<file path="src/rtl/bus_arbiter.sv">
// Round-robin arbiter for the shared 32-bit bus.
// It adds a one-cycle turnaround between owners, a hold-limit preemption and a lock watchdog.
module bus_arbiter #(
    parameter int N_REQ    = 4,
    parameter int MAX_HOLD = 16,
    parameter int TIMEOUT  = 64
) (
    input  logic                     clk,
    input  logic                     rst_n,
    input  logic [N_REQ-1:0]         req,
    input  logic [N_REQ-1:0]         lock,
    output logic [N_REQ-1:0]         gnt,
    output logic [$clog2(N_REQ)-1:0] owner,
    output logic                     bus_busy,
    output logic                     timeout
);

    localparam int IW = $clog2(N_REQ);
    localparam int CW = $clog2(TIMEOUT + 1);

    typedef enum logic [1:0] {
        IDLE,
        OWNED,
        TURN
    } state_e;

    state_e            state_q, state_d;
    logic [N_REQ-1:0]  gnt_q, gnt_d;
    logic [IW-1:0]     owner_q, owner_d;
    logic [IW-1:0]     rr_q, rr_d;
    logic [CW-1:0]     hold_q, hold_d;
    logic [N_REQ-1:0]  mask_q, mask_d;
    logic              tout_q, tout_d;

    logic [N_REQ-1:0]  cand;
    logic [N_REQ-1:0]  owner_oh;
    logic [N_REQ-1:0]  mask_set;
    logic [IW-1:0]     pick;
    logic [IW-1:0]     idx;
    logic              pick_vld;
    logic              rel;
    logic              pre;
    logic              wd;

    function automatic logic [IW-1:0] wrap_inc(input logic [IW-1:0] v);
        return (v == IW'(N_REQ - 1)) ? '0 : v + IW'(1);
    endfunction

    assign cand     = req & ~mask_q;
    assign owner_oh = N_REQ'(1) << owner_q;

    // First candidate at or after the round-robin pointer.
    always_comb begin
        pick_vld = 1'b0;
        pick     = '0;
        idx      = rr_q;
        for (int k = 0; k < N_REQ; k++) begin
            if (!pick_vld && cand[idx]) begin
                pick_vld = 1'b1;
                pick     = idx;
            end
            idx = wrap_inc(idx);
        end
    end

    assign rel = !req[owner_q];
    assign wd  = (hold_q == CW'(TIMEOUT - 1));
    assign pre = (hold_q == CW'(MAX_HOLD - 1)) && !lock[owner_q]
               && |(cand & ~owner_oh);

    always_comb begin
        state_d  = state_q;
        gnt_d    = gnt_q;
        owner_d  = owner_q;
        rr_d     = rr_q;
        hold_d   = hold_q;
        tout_d   = 1'b0;
        mask_set = '0;
        unique case (state_q)
            OWNED: begin
                hold_d = (hold_q == CW'(TIMEOUT)) ? hold_q : hold_q + CW'(1);
                if (rel || pre || wd) begin
                    state_d = TURN;
                    gnt_d   = '0;
                    hold_d  = '0;
                    rr_d    = wrap_inc(owner_q);
                    if (wd) begin
                        tout_d   = 1'b1;
                        mask_set = owner_oh;
                    end
                end
            end
            IDLE, TURN: begin
                gnt_d   = '0;
                state_d = IDLE;
                if (pick_vld) begin
                    state_d = OWNED;
                    gnt_d   = N_REQ'(1) << pick;
                    owner_d = pick;
                    hold_d  = '0;
                end
            end
            default: begin
                state_d = IDLE;
                gnt_d   = '0;
            end
        endcase
    end

    // A mask bit survives only while its requester keeps req high.
    assign mask_d = (mask_q | mask_set) & req;

    always_ff @(posedge clk or negedge rst_n) begin
        if (!rst_n) begin
            state_q <= IDLE;
            gnt_q   <= '0;
            owner_q <= '0;
            rr_q    <= '0;
            hold_q  <= '0;
            mask_q  <= '0;
            tout_q  <= 1'b0;
        end else begin
            state_q <= state_d;
            gnt_q   <= gnt_d;
            owner_q <= owner_d;
            rr_q    <= rr_d;
            hold_q  <= hold_d;
            mask_q  <= mask_d;
            tout_q  <= tout_d;
        end
    end

    assign gnt      = gnt_q;
    assign owner    = owner_q;
    assign bus_busy = |gnt_q;
    assign timeout  = tout_q;

endmodule

</file>
<file path="config.mk">
export PLATFORM = sky130hd
export DESIGN_NAME = bus_arbiter
export DESIGN_NICKNAME = d
export VERILOG_FILES = /design/src/rtl/bus_arbiter.sv
export SDC_FILE = /design/constraint.sdc
export NUM_CORES = 1
export LEC_CHECK = 0
export CAP_MARGIN = 20
export CORE_ASPECT_RATIO = 0.5
export CORE_MARGIN = 8
export CORE_UTILIZATION = 55
export DETAILED_ROUTE_END_ITERATION = 10
export GPL_TIMING_DRIVEN = 0
export PLACE_DENSITY_LB_ADDON = 0.1
export SLEW_MARGIN = 20
export SYNTH_ARGS = -nofsm -noshare
export SYNTH_HDL_FRONTEND = slang
export SYNTH_SLANG_ARGS = --single-unit
</file>
<file path="constraint.sdc">
create_clock -name clk -period 5.1 [get_ports clk]
set_input_delay 1.02 -clock clk [delete_from_list [all_inputs] [get_ports clk]]
set_output_delay 1.02 -clock clk [all_outputs]
set_load 0.005 [all_outputs]
</file>
; ---- Word-level counts from Yosys, hierarchy flattened
; Cells that the tools add are included.
[op_classes]
n_shift = 2
addsub = 5
order_cmp = 5
reduce_logical = 20
n_mux = 40
n_eq_ne = 12
n_bitwise = 6
[op_table]
columns = cell, count
row1 = 7-bit two-way mux, 3
row2 = 4-bit two-way mux, 5
row3 = 2-bit two-way mux, 9
row4 = "2-bit by 3-bit < comparator with 1-bit output, second input constant", 5
row5 = 1-bit two-way mux, 14
row6 = 7-bit case mux with 2 select lines, 1
row7 = 4-bit AND, 3
row8 = 1-bit binary-select mux with 2-bit select, 6
row9 = "2-bit equality test, second input constant", 5
row10 = "2-bit by 1-bit adder with 2-bit output, second input constant", 4
row11 = 4-bit NOT, 2
row12 = 4-bit case mux with 2 select lines, 1
row13 = 4-bit OR reduction, 2
row14 = "1-bit by 2-bit << shifter with 4-bit output, first input constant", 2
row15 = "7-bit by 1-bit adder with 7-bit output, second input constant", 1
row16 = "7-bit by 4-bit equality test with 1-bit output, second input constant", 1
row17 = "7-bit by 6-bit equality test with 1-bit output, second input constant", 1
row18 = "7-bit equality test, second input constant", 1
row19 = 1-bit logical AND, 5
row20 = 1-bit logical NOT, 5
row21 = "2-bit != test, second input constant", 2
row22 = 4-bit OR, 1
row23 = 2-bit case mux with 2 select lines, 1
row24 = 2-bit AND reduction, 2
row25 = 7 further kinds, 8
[word_totals]
ff_bits = 22
inputBits = 10
word_cells = 97
output_inout_bits = 8

; ---- Longest topological paths before layout
[logic_depth]
ltp_word = 17
mapped_depth = 8

; ---- Worst setup path before layout
; Ideal clock, no wire load.
[synth_timing]
path_type = input-to-reg
from = input req[3]
to = register gnt_q[1] (netlist: gnt[1])
t_arrival_ps = 2538
cell_stages = 6
n_path_buf = 0
setup_slack_ps = 2441
cell_sequence = nor2b_1 -> mux4_2 -> o32a_1 -> a41o_1 -> nor2b_4 -> a22o_1
[synth_via]
elab_chain_len = 16
[synth_rtl]
columns = item, line_no
row1 = "start, declared", 10  ; input logic [N_REQ-1:0] req,
row2 = 4-bit AND, 49  ; assign cand = req & ~mask_q;
row3 = 1-bit binary-select mux with 2-bit select, 58  ; if (!pick_vld && cand[idx]) begin
row4 = 1-bit two-way mux (implied by the code), 58
row5 = 1-bit two-way mux, 58
row6 = 1-bit logical NOT, 58
row7 = 1-bit logical AND, 58
row8 = 1-bit two-way mux, 58
row9 = 1-bit logical NOT, 58
row10 = 1-bit logical AND, 58
row11 = 1-bit two-way mux, 58
row12 = 1-bit logical NOT, 58
row13 = 1-bit logical AND, 58
row14 = 2-bit two-way mux, 58
row15 = 1-bit by 2-bit << shifter with 4-bit output, 98  ; gnt_d = N_REQ'(1) << pick;
row16 = 4-bit two-way mux, 96  ; if (pick_vld) begin
row17 = 4-bit case mux with 2 select lines, 79  ; unique case (state_q)
row18 = "end signal, assigned", 124  ; gnt_q <= gnt_d;
row19 = "end, declared", 28  ; logic [N_REQ-1:0] gnt_q, gnt_d;
; Parallel ways exist; a longest one is shown, timed or not. The select of a mux whose other input is x is not followed.
; A chain may end at the register's enable or synchronous reset.

; ---- Worst setup path after layout
[layout_timing]
from = input req[2]
to = register gnt_q[1] (netlist: gnt[1])
; Same word-level chain as after synthesis.

==> flow_metrics.env <==
export IMPL_fmax_mhz=323
export IMPL_coreArea_sq_um=2600
export IMPL_cp_top_family="compound AO/OA/AOI/OAI gates"
export IMPL_nFillCells=201
export IMPL_max_vdd_ir_drop_mv=0.303
export IMPL_synth_flop_cell="dfrtp_1"
export IMPL_power_share_switching_pct=41.8
export IMPL_clock_path_buffers=2
export IMPL_synth_top_area_share_pct=36.7
export IMPL_crit_buf_inv=1
export IMPL_dp_cells=205
export IMPL_synthAdderAreaFrac_pct=5.83
export IMPL_synth_top_area_cell="dfrtp_1"
export IMPL_p_seq_share_pct=27.4
export IMPL_drtPass1Iterations=4
export IMPL_p_per_area_nw_per_um2=540
export IMPL_cp_required_ns=5.25
export IMPL_slowest_stage="mux4_2"
export IMPL_synth_avg_cell_area_sq_um=9.94
export IMPL_cts_hold_buf=0
export IMPL_die_y_um=52.9
export IMPL_die_w_um=89.9
export IMPL_synth_edf_count=0
export IMPL_rows=13
export IMPL_start_util_pct=57.7
export IMPL_finalClockSkew_ns=0.00101
export IMPL_clk_pin_slew_worst_paths_ns=0.08
export IMPL_drv_slew=0
export IMPL_hold_path_class="reg -> reg"
export IMPL_post_cts_buffers=0
export IMPL_grt_use_total_pct=14.2
export IMPL_grt_pass1_vias=1103
export IMPL_n_antenna_cell=0
export IMPL_route_met2_wl_um=1530
export IMPL_clkPwrFrac_pct=17.0
export IMPL_layout_drive_gt1_share_pct=13.4
export IMPL_tns_ns=0
export IMPL_internal_power_uw=561
export IMPL_p_leak_uw=0.000770
export IMPL_drc=0
export IMPL_power_switching_uw=403
export IMPL_clk_latency_ns=0.26
export IMPL_synth_distinct_cells=50
export IMPL_route_top_layer_used="met4"
export IMPL_synth_compound_area_share_pct=21.7
export IMPL_synth_area_sq_um=1500
export IMPL_slowest_delay_ns=0.52
export IMPL_port_buffers=17
export IMPL_gp_congestion=0.916
export IMPL_wl_met1_um=1550
export IMPL_wl_per_cell_um=15.9
export IMPL_grt_pass1_wl_um=5440
export IMPL_path_cells="clkdlybuf4s50_1 -> nor2b_4 -> mux4_2 -> o32a_1 -> a41o_1 -> nor2b_4 -> a22o_1"
export IMPL_h_tree_depth=1
export IMPL_worst_pin_slew_ns=0.811
export IMPL_status="finished, final reports clean"
export IMPL_overflow=0
export IMPL_yosys_warnings=0
export IMPL_nets=190
export IMPL_syn_inst=151
export IMPL_hold_viol_final=0
export IMPL_startpoint_type="input pin"
export IMPL_antenna_found_initial=0
export IMPL_cp_max_fo=6
export IMPL_cts_sinks=22
export IMPL_crit_type="in -> reg"
export IMPL_dieArea_sq_um=4760
export IMPL_end_kind="register"
export IMPL_post_dp_hpwl_um=2470
export IMPL_synthTopCellsByArea="dfrtp_1 (37%), ha_1 (5.8%), mux4_2 (4.5%)"
export IMPL_period_share_pct=60.6
export IMPL_async_flop_share_pct=100
export IMPL_cp_common_cell="nor2b_4"
export IMPL_cp_data_arrival_time_ns=3.25
export IMPL_routed_via_density=5.84
export IMPL_slew_headroom_pct=45.5
export IMPL_vias=1221
export IMPL_drt_initial_drc_count=62
export IMPL_yosysSeqAreaShare_pct=36.7
export IMPL_ctsResizeCount=0
export IMPL_cts_tree="built"
export IMPL_fin_crit_ns=3.09
export IMPL_grt_max_degree=23
export IMPL_drt_total_wl_um=3330
export IMPL_cts_root_buf="clkbuf_8"
export IMPL_synth_top_family_by_area="simple AND/OR/NAND/NOR gates"
export IMPL_ant_nets=0
export IMPL_synthXorXnorAreaFrac_pct=0
export IMPL_stdcell_count=209
export IMPL_finalSetupViolations=0
export IMPL_syn_num_nets=168
export IMPL_yosys_area_share_simple_pct=25.8
export IMPL_max_cap_viol_count=0
export IMPL_synth_seq_cells=22
export IMPL_syn2layout_area_growth_pct=18.8
export IMPL_combPwrFrac_pct=55.7
export IMPL_rsz0062_at_grt="false"
export IMPL_dr_wl_met3_um=208
export IMPL_pin_count=18
export IMPL_muxShareOfSynthArea_pct=7.25
export IMPL_numCtsBuffers=3
[worst paths after layout]
path | start | to | slack [ns] | depth (start not counted)
hold reg to reg | gnt[3] | gnt[3] | 0.51 | 2
max in group asynchronous | rst_n | mask_q[2] | 4.04 | 1
setup reg to reg | rr_q[1] | hold_q[1] | 2.63 | 7
min in group asynchronous | rst_n | gnt[3] | 0.72 | 1
setup / recovery | req[2] | gnt[1] | 2.01 | 7
hold / removal | gnt[3] | gnt[3] | 0.51 | 2
[Yosys cell counts, types with 2 or more instances]
library cell,n
mux4_2,3
o22ai_1,2
mux2i_1,3
nor4_1,3
nor2_1,5
nor3_1,6
dfrtp_1,22
inv_1,9
a22o_1,3
o21ai_0,9
o31ai_1,3
nor3b_1,3
nand3_1,4
clkbuf_1,2
nor2b_4,3
ha_1,7
nand2b_1,7
nand2_1,14
a21oi_1,6
nor2b_1,6
and3_1,2
[per-layer routing]
layer  global-route usage (%)  vias up
li1                         -      603
met1                     19.1      580
met2                     22.3       32
met3                     4.23        6
met4                     3.27        0
met5                        0        -
[layout by cell type, fill, tap and decap left out, drive strengths merged, types with 7 or more instances in the layout]
cell | Yosys | layout
o21ai | 10 | 10
nand2b | 7 | 7
inv | 9 | 9
dfrtp | 22 | 22
nor3 | 8 | 8
clkdlybuf4s50 | 0 | 16
a21oi | 7 | 7
nor2b | 9 | 9
ha | 7 | 7
nand2 | 14 | 14
[layout make-up]
| type | instances | area, sq um | area share [%] |
|---|---|---|---|
| Sequential cell | 22 | 551 | 30.9 |
| Inverter | 9 | 33.8 | 1.89 |
| Timing Repair Buffer | 17 | 165 | 9.26 |
| Clock buffer | 3 | 41.3 | 2.31 |
| Buffer | 2 | 7.51 | 0.421 |
| Multi-Input combinational cell | 118 | 910 | 51.0 |
| Clock inverter | 1 | 30.0 | 1.68 |
| Tap cell | 37 | 46.3 | 2.59 |
[registers in the layout (all words and copies together), names as in the netlist]
register  count
gnt           4
hold_q        7
mask_q        4
owner         2
rr_q          2
state_q       2
timeout       1
[cell families after synthesis]
kind of cell / count (synthesis)
buffers and inverters: 11
DFF: 22
and+or+nand+nor: 63
adders and majority gates: 7
muxes: 7
AOI/OAI and AO/OA: 41
[metrics by stage]
stage / power (uW) / instance area, sq um / worst slack (ns) / hold slack, ns / util, %
CTS: 967 / 1790 / 2.04 / 0.517 / 68.8
global route: 1030 / 1780 / 1.98 / 0.547 / 68.6
finish: 963 / 1780 / 2.01 / 0.506 / 68.6
detailed placement: 793 / 1720 / 1.77 / 0.498 / 66.0
global placement: 784 / 1720 / 1.78 / 0.486 / 66.0
floorplan: 647 / 1500 / 2.44 / 0.486 / -
[worst reg2reg max path, cell delays in order (launching register included)]
cell and delay, ns:
dfrtp_1 0.48, ha_1 0.28, nor2_2 0.31, mux2i_1 0.23, a2bb2oi_1 0.41, a211oi_2 0.21, a31oi_2 0.28, mux2i_1 0.21
[power groups by stage]
stage	clock network (uW)	registers [uW]	logic, uW
2_1_floorplan	0	257	390
3_3_place_gp	0	266	518
3_5_place_dp	0	266	527
4_1_cts	167	264	537
5_1_grt	174	272	584
6_report	163	263	536
No activity file was read; power rests on OpenSTA's default activity.
